`config.mk`:
```
export PLATFORM = sky130hd
export DESIGN_NAME = uart_tx_arbiter
export DESIGN_NICKNAME = d
export VERILOG_FILES = /design/src/rtl/uart_tx_arbiter.sv
export SDC_FILE = /design/constraint.sdc
export NUM_CORES = 1
export LEC_CHECK = 0
export ABC_AREA = 1
export CORE_MARGIN = 10
export CORE_UTILIZATION = 30
export DETAILED_ROUTE_END_ITERATION = 16
export GPL_TIMING_DRIVEN = 0
export MAX_ROUTING_LAYER = met4
export PLACE_DENSITY = 0.61
export REMOVE_ABC_BUFFERS = 1
export SYNTH_ARGS = -nofsm -noshare
export SYNTH_HDL_FRONTEND = slang
export SYNTH_SLANG_ARGS = --single-unit
export TNS_END_PERCENT = 5
```
`constraint.sdc`:
```
create_clock -name clk -period 1.6 [get_ports clk]
set_input_delay 0.16 -clock clk [delete_from_list [all_inputs] [get_ports clk]]
set_output_delay 0.16 -clock clk [all_outputs]
set_load 0.005 [all_outputs]
```
`src/rtl/uart_tx_arbiter.sv`:
```
// uart_tx_arbiter: shares one UART transmitter among NUM_REQ byte-stream
// requesters. Round-robin arbitration at message granularity. An optional
// one-byte channel tag (TAG_BASE + grant) goes out before each granted message.
module uart_tx_arbiter #(
    parameter int          NUM_REQ      = 4,
    parameter int          MAX_BURST    = 64,
    parameter int          IDLE_TIMEOUT = 1024,
    parameter int          TAG_EN       = 1,
    parameter logic [7:0]  TAG_BASE     = 8'h80,
    localparam int         GW           = (NUM_REQ > 1) ? $clog2(NUM_REQ) : 1
) (
    input  logic                 clk,
    input  logic                 reset,
    input  logic [NUM_REQ*8-1:0] req_data,
    input  logic [NUM_REQ-1:0]   req_valid,
    input  logic [NUM_REQ-1:0]   req_last,
    output logic [NUM_REQ-1:0]   req_ready,
    output logic [7:0]           tx_data,
    output logic                 tx_valid,
    input  logic                 tx_ready,
    output logic [GW-1:0]        grant_id,
    output logic                 busy
);

    // Counter widths; a zero limit still needs one bit of storage.
    localparam int BW = (MAX_BURST    > 0) ? $clog2(MAX_BURST + 1)    : 1;
    localparam int IW = (IDLE_TIMEOUT > 0) ? $clog2(IDLE_TIMEOUT + 1) : 1;

    localparam logic [1:0] S_IDLE = 2'd0;
    localparam logic [1:0] S_TAG  = 2'd1;
    localparam logic [1:0] S_DATA = 2'd2;

    logic [1:0]    state;
    logic [GW-1:0] grant;
    logic [GW-1:0] last_grant;
    logic [BW-1:0] burst_cnt;
    logic [IW-1:0] idle_cnt;

    logic [GW-1:0] winner;
    logic [GW-1:0] cand;
    logic          win_found;

    logic          sel_valid;
    logic          sel_last;
    logic [7:0]    sel_data;
    logic          xfer_data;
    logic [BW-1:0] burst_next;
    logic [IW-1:0] idle_next;
    logic          burst_hit;
    logic          idle_hit;

    // Round-robin pick: first valid requester after last_grant, with wrap,
    // so the one just released ranks lowest.
    always_comb begin
        winner    = '0;
        cand      = '0;
        win_found = 1'b0;
        for (int k = 1; k <= NUM_REQ; k++) begin
            cand = GW'((int'(last_grant) + k) % NUM_REQ);
            if (!win_found && req_valid[cand]) begin
                win_found = 1'b1;
                winner    = cand;
            end
        end
    end

    // Granted requester's signals and the saturating counter increments.
    always_comb begin
        sel_valid  = req_valid[grant];
        sel_last   = req_last[grant];
        sel_data   = req_data[8*int'(grant) +: 8];
        xfer_data  = (state == S_DATA) && sel_valid && tx_ready;
        burst_next = (burst_cnt == BW'(MAX_BURST))    ? burst_cnt : burst_cnt + 1'b1;
        idle_next  = (idle_cnt  == IW'(IDLE_TIMEOUT)) ? idle_cnt  : idle_cnt  + 1'b1;
        burst_hit  = (MAX_BURST    != 0) && (burst_next == BW'(MAX_BURST));
        idle_hit   = (IDLE_TIMEOUT != 0) && (idle_next  == IW'(IDLE_TIMEOUT));
    end

    // Output path: tag or granted byte; gated by reset so nothing leaves
    // in a reset cycle. Never looks at tx_ready for tx_valid/tx_data.
    always_comb begin
        tx_valid  = 1'b0;
        tx_data   = 8'h00;
        req_ready = '0;
        if (!reset) begin
            if (state == S_TAG) begin
                tx_valid = 1'b1;
                tx_data  = TAG_BASE + 8'(grant);
            end else if (state == S_DATA) begin
                tx_valid = sel_valid;
                tx_data  = sel_data;
                req_ready[grant] = tx_ready;
            end
        end
    end

    // Grant FSM: arbitrate in IDLE, send tag, stream data until last byte,
    // burst limit or idle timeout.
    always_ff @(posedge clk) begin
        if (reset) begin
            state      <= S_IDLE;
            grant      <= '0;
            last_grant <= GW'(NUM_REQ - 1);
            burst_cnt  <= '0;
            idle_cnt   <= '0;
        end else begin
            case (state)
                S_IDLE: begin
                    if (win_found) begin
                        grant     <= winner;
                        burst_cnt <= '0;
                        idle_cnt  <= '0;
                        state     <= (TAG_EN != 0) ? S_TAG : S_DATA;
                    end
                end
                S_TAG: begin
                    if (tx_ready)
                        state <= S_DATA;
                end
                S_DATA: begin
                    if (xfer_data) begin
                        burst_cnt <= burst_next;
                        idle_cnt  <= '0;
                        if (sel_last || burst_hit) begin
                            state      <= S_IDLE;
                            last_grant <= grant;
                        end
                    end else if (!sel_valid) begin
                        idle_cnt <= idle_next;
                        if (idle_hit) begin
                            state      <= S_IDLE;
                            last_grant <= grant;
                        end
                    end
                end
                default: state <= S_IDLE;
            endcase
        end
    end

    assign grant_id = grant;
    assign busy     = (state != S_IDLE);

endmodule

```
==> results of run 1 <==
-- area by class of cell --
| class | instances | area (um2) |
|---|---|---|
| clock buffers | 3 | 41.29 |
| fillers | 676 | 3406 |
| inverters | 44 | 188.9 |
| multi-input cells | 285 | 1725 |
| flip-flops and latches | 24 | 514.2 |
| well taps | 96 | 120.1 |
| repair buffers | 80 | 793.3 |
| repair inverters | 1 | 5.005 |
-- layout by cell type (no fill, tap or decap), types with 3 or more instances in the layout --
master,count
a21oi_1,19
a21oi_4,4
a221oi_2,3
a22oi_1,3
a31oi_1,5
buf_12,3
buf_2,3
buf_4,15
clkbuf_2,3
clkbuf_8,3
clkdlybuf4s15_2,7
clkdlybuf4s50_1,44
dfxtp_1,13
dfxtp_2,3
dfxtp_4,8
inv_1,33
inv_2,5
inv_4,3
nand2_1,86
nand2_2,12
nand2_4,4
nand3_1,31
nand4_1,6
nor2_1,41
nor2_2,9
nor2_4,7
o21ai_0,9
o21ai_1,5
o21ai_2,11
xor2_1,3
-- stage by stage --
step	setup TNS, ns	hold slack, ns	instances	setup WS, ns
2_1_floorplan	-5.673	0.2269	351	-0.3778
3_3_place_gp	-25.53	0.5191	505	-1.074
3_5_place_dp	-26.26	0.5256	505	-1.058
4_1_cts	-4.178	0.4559	521	-0.2220
5_1_grt	-5.885	0.4953	533	-0.2570
6_report	-2.315	0.4538	533	-0.1476
-- state kept, by name (all words and copies together) (netlist names) --
| name | flops |
|---|---|
| state | 2 |
| last_grant | 2 |
| burst_cnt | 7 |
| grant_id | 2 |
| idle_cnt | 11 |
-- what timing repair did --
item / in CTS / in global routing
pin swaps: 3 / 17
cloned: 3 / 1
hold buffers: 0 / 0
buffers inserted: 10 / 11
resized for setup: 91 / 67
endpoints found under the setup margin: 40 / 38
-- path summary, 6_finish.rpt --
path                               from                         to  cells after the start
min                               reset   idle_cnt[5]$_SDFFE_PP0P_                      2
max          last_grant[0]$_SDFFE_PP1P_   idle_cnt[6]$_SDFFE_PP0P_                     11
min reg2reg   burst_cnt[3]$_SDFFE_PP0P_  burst_cnt[3]$_SDFFE_PP0P_                      2
max reg2reg  last_grant[0]$_SDFFE_PP1P_   idle_cnt[6]$_SDFFE_PP0P_                     11
-- per-layer routing --
| layer | vias to the layer above | wire length [um] | track usage |
|---|---|---|---|
| li1 | 1339 | - | - |
| met3 | 9 | 219 | 0.01115 |
| met4 | 0 | 72 | 0.03024 |
| met1 | 1224 | 3365 | 0.1658 |
| met5 | - | 0 | - |
| met2 | 65 | 3694 | 0.2104 |
-- worst reg2reg max path, delay by kind of cell, from the launching register on --
kind	cells	cell delay, ns
xor+xnor	1	0.16
simple gates	6	0.50
buf+inv	2	0.32
flops	1	0.37
compound gates	2	0.28
-- cell families (layout without fill, tap and decap cells) --
kind of cell    Yosys count  in the layout  synth area share
simple gates            205            205            0.4144
compound gates           67             69            0.1968
buf+inv                  53            128            0.1067
flops                    24             24            0.2290
xor+xnor                  7              7           0.02922
fa+ha+maj                 4              4           0.02385
-- report_power, final --
part / internal (uW) / switching, uW
Combinational: 538 / 667
Sequential: 678 / 103
Clock: 169 / 200
==> reports/metrics.yaml, run 1 <==
status:
  outcome: "finished with violations"
  violations: "negative setup slack"
critical_path:
  r2r_slack_ns: -0.15
  start_kind: "flip-flop"
  crit_fanout: 5
  path_buf_inv: 2
  critPathArrivalTime_ns: 1.90
  cpMaxStageDelayCell: "dfxtp_4"
  max_stage_delay_ns: 0.37
  critPathRequiredTime_ns: 1.75
  critPathKind: "flip-flop to flip-flop"
  crit_top_cell: "nand2_2"
  crit_chain: "buf_6, xor2_4, nand2_2, nand2_2, nor2_4, nand3_4, a21oi_4, clkbuf_16, nand2_2, o21ai_2, nor2_1"
  crit_path_end_kind: "flip-flop"
  crit_family: "simple AND/OR/NAND/NOR gates"
clock_tree:
  cts-buffers-inserted: 3
  clock_latency_ns: 0.27
  htree_levels: 1
  cts.clk_slew.worst_paths_ns: 0.09
  cts_buffer_depth: 2
  cts_root_buffer: "clkbuf_8"
  cts_tree: "done"
  clock_sinks: 24
drt:
  avgViaCountPerCell: 4.947
  vias: 2637
  drc: 0
  drtIter0Drc: 93
  wire_per_inst_um: 13.79
  drtPass1Iterations: 4
  postRouteAntennaNets: 0
  wl_mm: 7.352
placement:
  place_congestion: 0.8390
  placedInstanceArea_um2: 2743
  port-buffer-count: 58
  dp_hpwl_mm: 4.901
timing:
  timing.final.crit_share: 1.092
  rsz0062_at_grt: "true"
  fin_skew_ns: 0.003356
  slew_viol_final: 0
  worstMarginPinSlew_ns: 0.4463
  setup_slack_ns: -0.1476
  finalSetupViolations: 31
  max_freq_ghz: 0.5722
  fin_crit_ns: 1.748
  hold_violations: 0
  slew_headroom: 0.7025
floorplanning:
  fp-row-count: 30
  die_w_um: 103.6
  dieArea_um2: 10740
  initial_utilization: 0.3088
  die_y_um: 103.6
  core_area_um2: 6794
  ios: 59
pwr:
  p_total_uw: 2355
  ir_worst_vdd_mv: 0.3560
  p_leak_uw: 0.001381
  power.density_nw_per_um2: 695.1
final_layout:
  diodes: 0
  design_area_um2: 3388
  drive_gt1_frac: 0.2952
  utilization: 0.4987
  area_growth_pct: 61.48
  fin_nets: 486
yosys:
  ys_seq_elements: 24
  yosys.area.top_type_share: 0.2290
  postSynthAreaPerCell_um2: 5.829
  synth_cell_types: 32
  syn_inst: 360
  yosysTopAreaCell: "dfxtp_1"
  synth_enable_flop_cells: 0
  synthTopCellsByCount: "nand2_1, nor2_1, inv_1, nand3_1, dfxtp_1"
  synth_ff_type: "dfxtp_1"
  post-synth-top-count-cell: "nand2_1"
  ys_warn_count: 0
  synth_area_leaders: "dfxtp_1, nand2_1, nor2_1"
  ys_seq_area_frac: 0.2290
  syn_area_um2: 2098
  async_flop_share: 0
grt:
  grt_pass1_wl_mm: 11.62
  grt_pass1_vias: 2384
  grt_usage: 0.1283
  grt_antenna_before_repair: 0
  grt_remaining_overflow: 0
  grt_max_degree: 18
min_path:
  holdCritPathClass: "primary input to flip-flop"
run:
  cap_viol_max_count: 0
Note: power is estimated with default switching activity, not from simulation.
==> inputs of run 2 (changes only) <==
- CORE_MARGIN: 10 -> 2
- HOLD_SLACK_MARGIN: unset -> 0.05
==> run 2 against run 1 <==
  * The run still ends with negative setup slack left
  * Global-route usage is 4.0 points higher
  * Final cell count is 0.56% lower
  * Clock power is 17% higher
  * Largest cell class unchanged
  * Setup slack worse by 0.021 ns
==> reports/metrics.yaml, run 2 (synthesized netlist as in run 1, its figures left out) <==
critical_path:
  r2r_end: "last_grant[1]$_SDFFE_PP1P_"
  worstReg2RegStart: "idle_cnt[0]$_SDFFE_PP0P_"
  critPathRequiredTime_ns: 1.44  # -0.31 ns
  critPathKind: "flip-flop to primary output"
  crit_chain: "buf_4, nand2_2, clkinv_4, a221oi_2, o22ai_1, dlygate4sd2_1"
  critPathArrivalTime_ns: 1.61  # -0.29 ns
  crit_fanout: 9  # +4
  r2r_slack_ns: -0.15  # about the same
  max_stage_delay_ns: 0.37  # about the same
  reg2reg_depth: 12  # +1
  start_kind: "flip-flop"
  crit_path_end_kind: "primary output"
  cpMaxStageDelayCell: "dfxtp_4"
timing:
  fin_skew_ns: 0.003400  # +0.00004349 ns
  max_freq_ghz: 0.5654  # -1.2%
  finalSetupViolations: 28  # -9.7%
  hold_violations: 0  # unchanged
  worstMarginPinSlew_ns: 0.4478  # +0.001517 ns
  rsz0062_at_grt: "true"
  slew_viol_final: 0  # unchanged
  fin_crit_ns: 1.769  # +0.02109 ns
  fin_hold_ws_ns: 0.4528  # -0.0009640 ns
  setup_slack_ns: -0.1687  # -0.02110 ns
  slew_headroom: 0.7015  # -0.001012
  timing.final.crit_share: 1.105  # +0.01318
pwr:
  p_sw_uw: 920.7  # -5.1%
  clkPwrFrac: 0.188  # +0.031
  swShare: 0.3996  # -0.01258
  ir_worst_vdd_mv: 0.3405  # -4.4%
  p_leak_uw: 0.001352  # -2.1%
  intPower_uw: 1383  # about the same
  p_seq_frac: 0.337  # +0.005
  p_total_uw: 2304  # -2.2%
  power.density_nw_per_um2: 723.6  # +4.1%
  combPwrFrac: 0.475  # -0.036
floorplanning:
  ios: 59  # unchanged
  fp-row-count: 30  # unchanged
  initial_utilization: 0.3088  # unchanged
  die_w_um: 87.63  # -15%
  die_y_um: 87.63  # -15%
  dieArea_um2: 7679  # -28%
  core_area_um2: 6794  # unchanged
clock_tree:
  cts_root_buffer: "clkbuf_8"
  cts_buffer_depth: 2  # unchanged
  cts-buffers-inserted: 3  # unchanged
  cts_tree: "done"
  htree_levels: 1  # unchanged
  cts.clk_slew.worst_paths_ns: 0.09  # about the same
  hold_buffers: 0  # unchanged
  clock_latency_ns: 0.27  # about the same
  clock_sinks: 24  # unchanged
final_layout:
  largest_reg_flops: 11  # unchanged
  diodes: 0  # unchanged
  area_growth_pct: 51.76
  final_common_cell: "nand2_1"
  top_register: "idle_cnt"
  utilization: 0.4687  # -0.03002
  final_cell_mix: "nand2_1, nor2_1, clkdlybuf4s50_1, nand3_1, inv_1"
  reg.largest.list: "idle_cnt: 11 flops, burst_cnt: 7 flops"
  design_area_um2: 3184  # -6.0%
  layout.cells.non_filler: 530  # -0.56%
  fin_nets: 482  # -0.82%
  drive_gt1_frac: 0.2512  # -0.04404
  n_fill_cell: 699  # +3.4%
status:
  violations: "negative setup slack"
  outcome: "finished with violations"
grt:
  grt_antenna_before_repair: 0  # unchanged
  grt_max_degree: 18  # unchanged
  grt_pass1_vias: 2355  # -1.2%
  grt_usage: 0.1687  # +0.04041
  grt_pass1_wl_mm: 10.29  # -11%
  grt_remaining_overflow: 0  # unchanged
min_path:
  min_to: "idle_cnt[5]$_SDFFE_PP0P_"
  min-delay-start: "reset"
  holdCritPathClass: "primary input to flip-flop"
  min_delay_path_depth: 2  # unchanged
drt:
  wire_per_inst_um: 12.35  # -10%
  postRouteAntennaNets: 0  # unchanged
  drc: 0  # unchanged
  avgViaCountPerCell: 4.847  # -2.0%
  wl_mm: 6.548  # -11%
  drtPass1Iterations: 4  # unchanged
  drtIter0Drc: 87  # -6.5%
  vias: 2569  # -2.6%
placement:
  port-buffer-count: 58  # unchanged
  dp.cells: 505  # unchanged
  dp_hpwl_mm: 4.318  # -12%
  placedInstanceArea_um2: 2743  # unchanged
  place_congestion: 0.8663  # +3.3%
run:
  cap_viol_max_count: 0  # unchanged
==> run 2: cell count changes in the layout (fill, tap and decap cells not counted), sizes merged <==
cell           change
buf                +1
inv                -1
clkdlybuf4s15      -6
dlygate4sd2        +3
clkbuf             +1
a21oi              -1
==> run 2: timing repair <==
action	4_1_cts	5_1_grt
pin swaps	4	16
gates cloned	1	0
setup endpoints to repair	40	37
resized for setup	91	39
buffers inserted	15	5
==> run 2: cell type report <==
type | count | area [um2] | share of cell area
clock buffer | 4 | 55.05 | 0.01729
inverter | 44 | 191.4 | 0.06012
multi-input combinational | 284 | 1604 | 0.5037
sequential | 24 | 511.7 | 0.1607
tap | 96 | 120.1 | 0.03772
timing repair buffer | 78 | 701.9 | 0.2204
==> run 2: worst max-delay path by stage <==
stage | to | slack, ns | cells after the start | startpoint
floorplan | idle_cnt[5]$_SDFFE_PP0P_ | -0.38 | 11 | last_grant[0]$_SDFFE_PP1P_
global placement | tx_data[0] | -1.08 | 6 | grant_id[0]$_SDFFE_PP0P_
detailed placement | tx_data[0] | -1.07 | 6 | grant_id[0]$_SDFFE_PP0P_
CTS | tx_valid | -0.22 | 9 | grant_id[0]$_SDFFE_PP0P_
global route | last_grant[1]$_SDFFE_PP1P_ | -0.30 | 13 | idle_cnt[0]$_SDFFE_PP0P_
finish | tx_data[0] | -0.17 | 6 | grant_id[0]$_SDFFE_PP0P_
==> run 2: per-stage QoR <==
step / setup WS (ns) / TNS, ns
after global placement: -1.076 / -25.70
after global routing: -0.2992 / -6.138
after floorplan: -0.3778 / -5.673
after detailed placement: -1.073 / -26.58
after CTS: -0.2222 / -2.624
final: -0.1687 / -2.711
==> run 2: power groups by stage <==
stage / clock, uW / combinational [uW] / sequential [uW]
4_1_cts: 444 / 1050 / 763
2_1_floorplan: 0 / 563 / 763
6_report: 432 / 1100 / 776
5_1_grt: 469 / 1220 / 790
3_3_place_gp: 0 / 839 / 794
3_5_place_dp: 0 / 847 / 794
==> run 2: critical path: cells and delay by family, from the launching register on <==
kind                   cells  cell delay (ns)
flip-flops                 1             0.37
AND/OR/NAND/NOR            1             0.10
AO/OA/AOI/OAI              2             0.34
buffers and inverters      3             0.53
==> run 2: per-layer routing <==
layer  track usage  part of all wire  up-vias
li1              -                 -     1326
met1        0.2001              0.43     1170
met2        0.2948              0.50       63
met3       0.02356             0.051       10
met4       0.05035             0.020        0
met5             -                 0        -
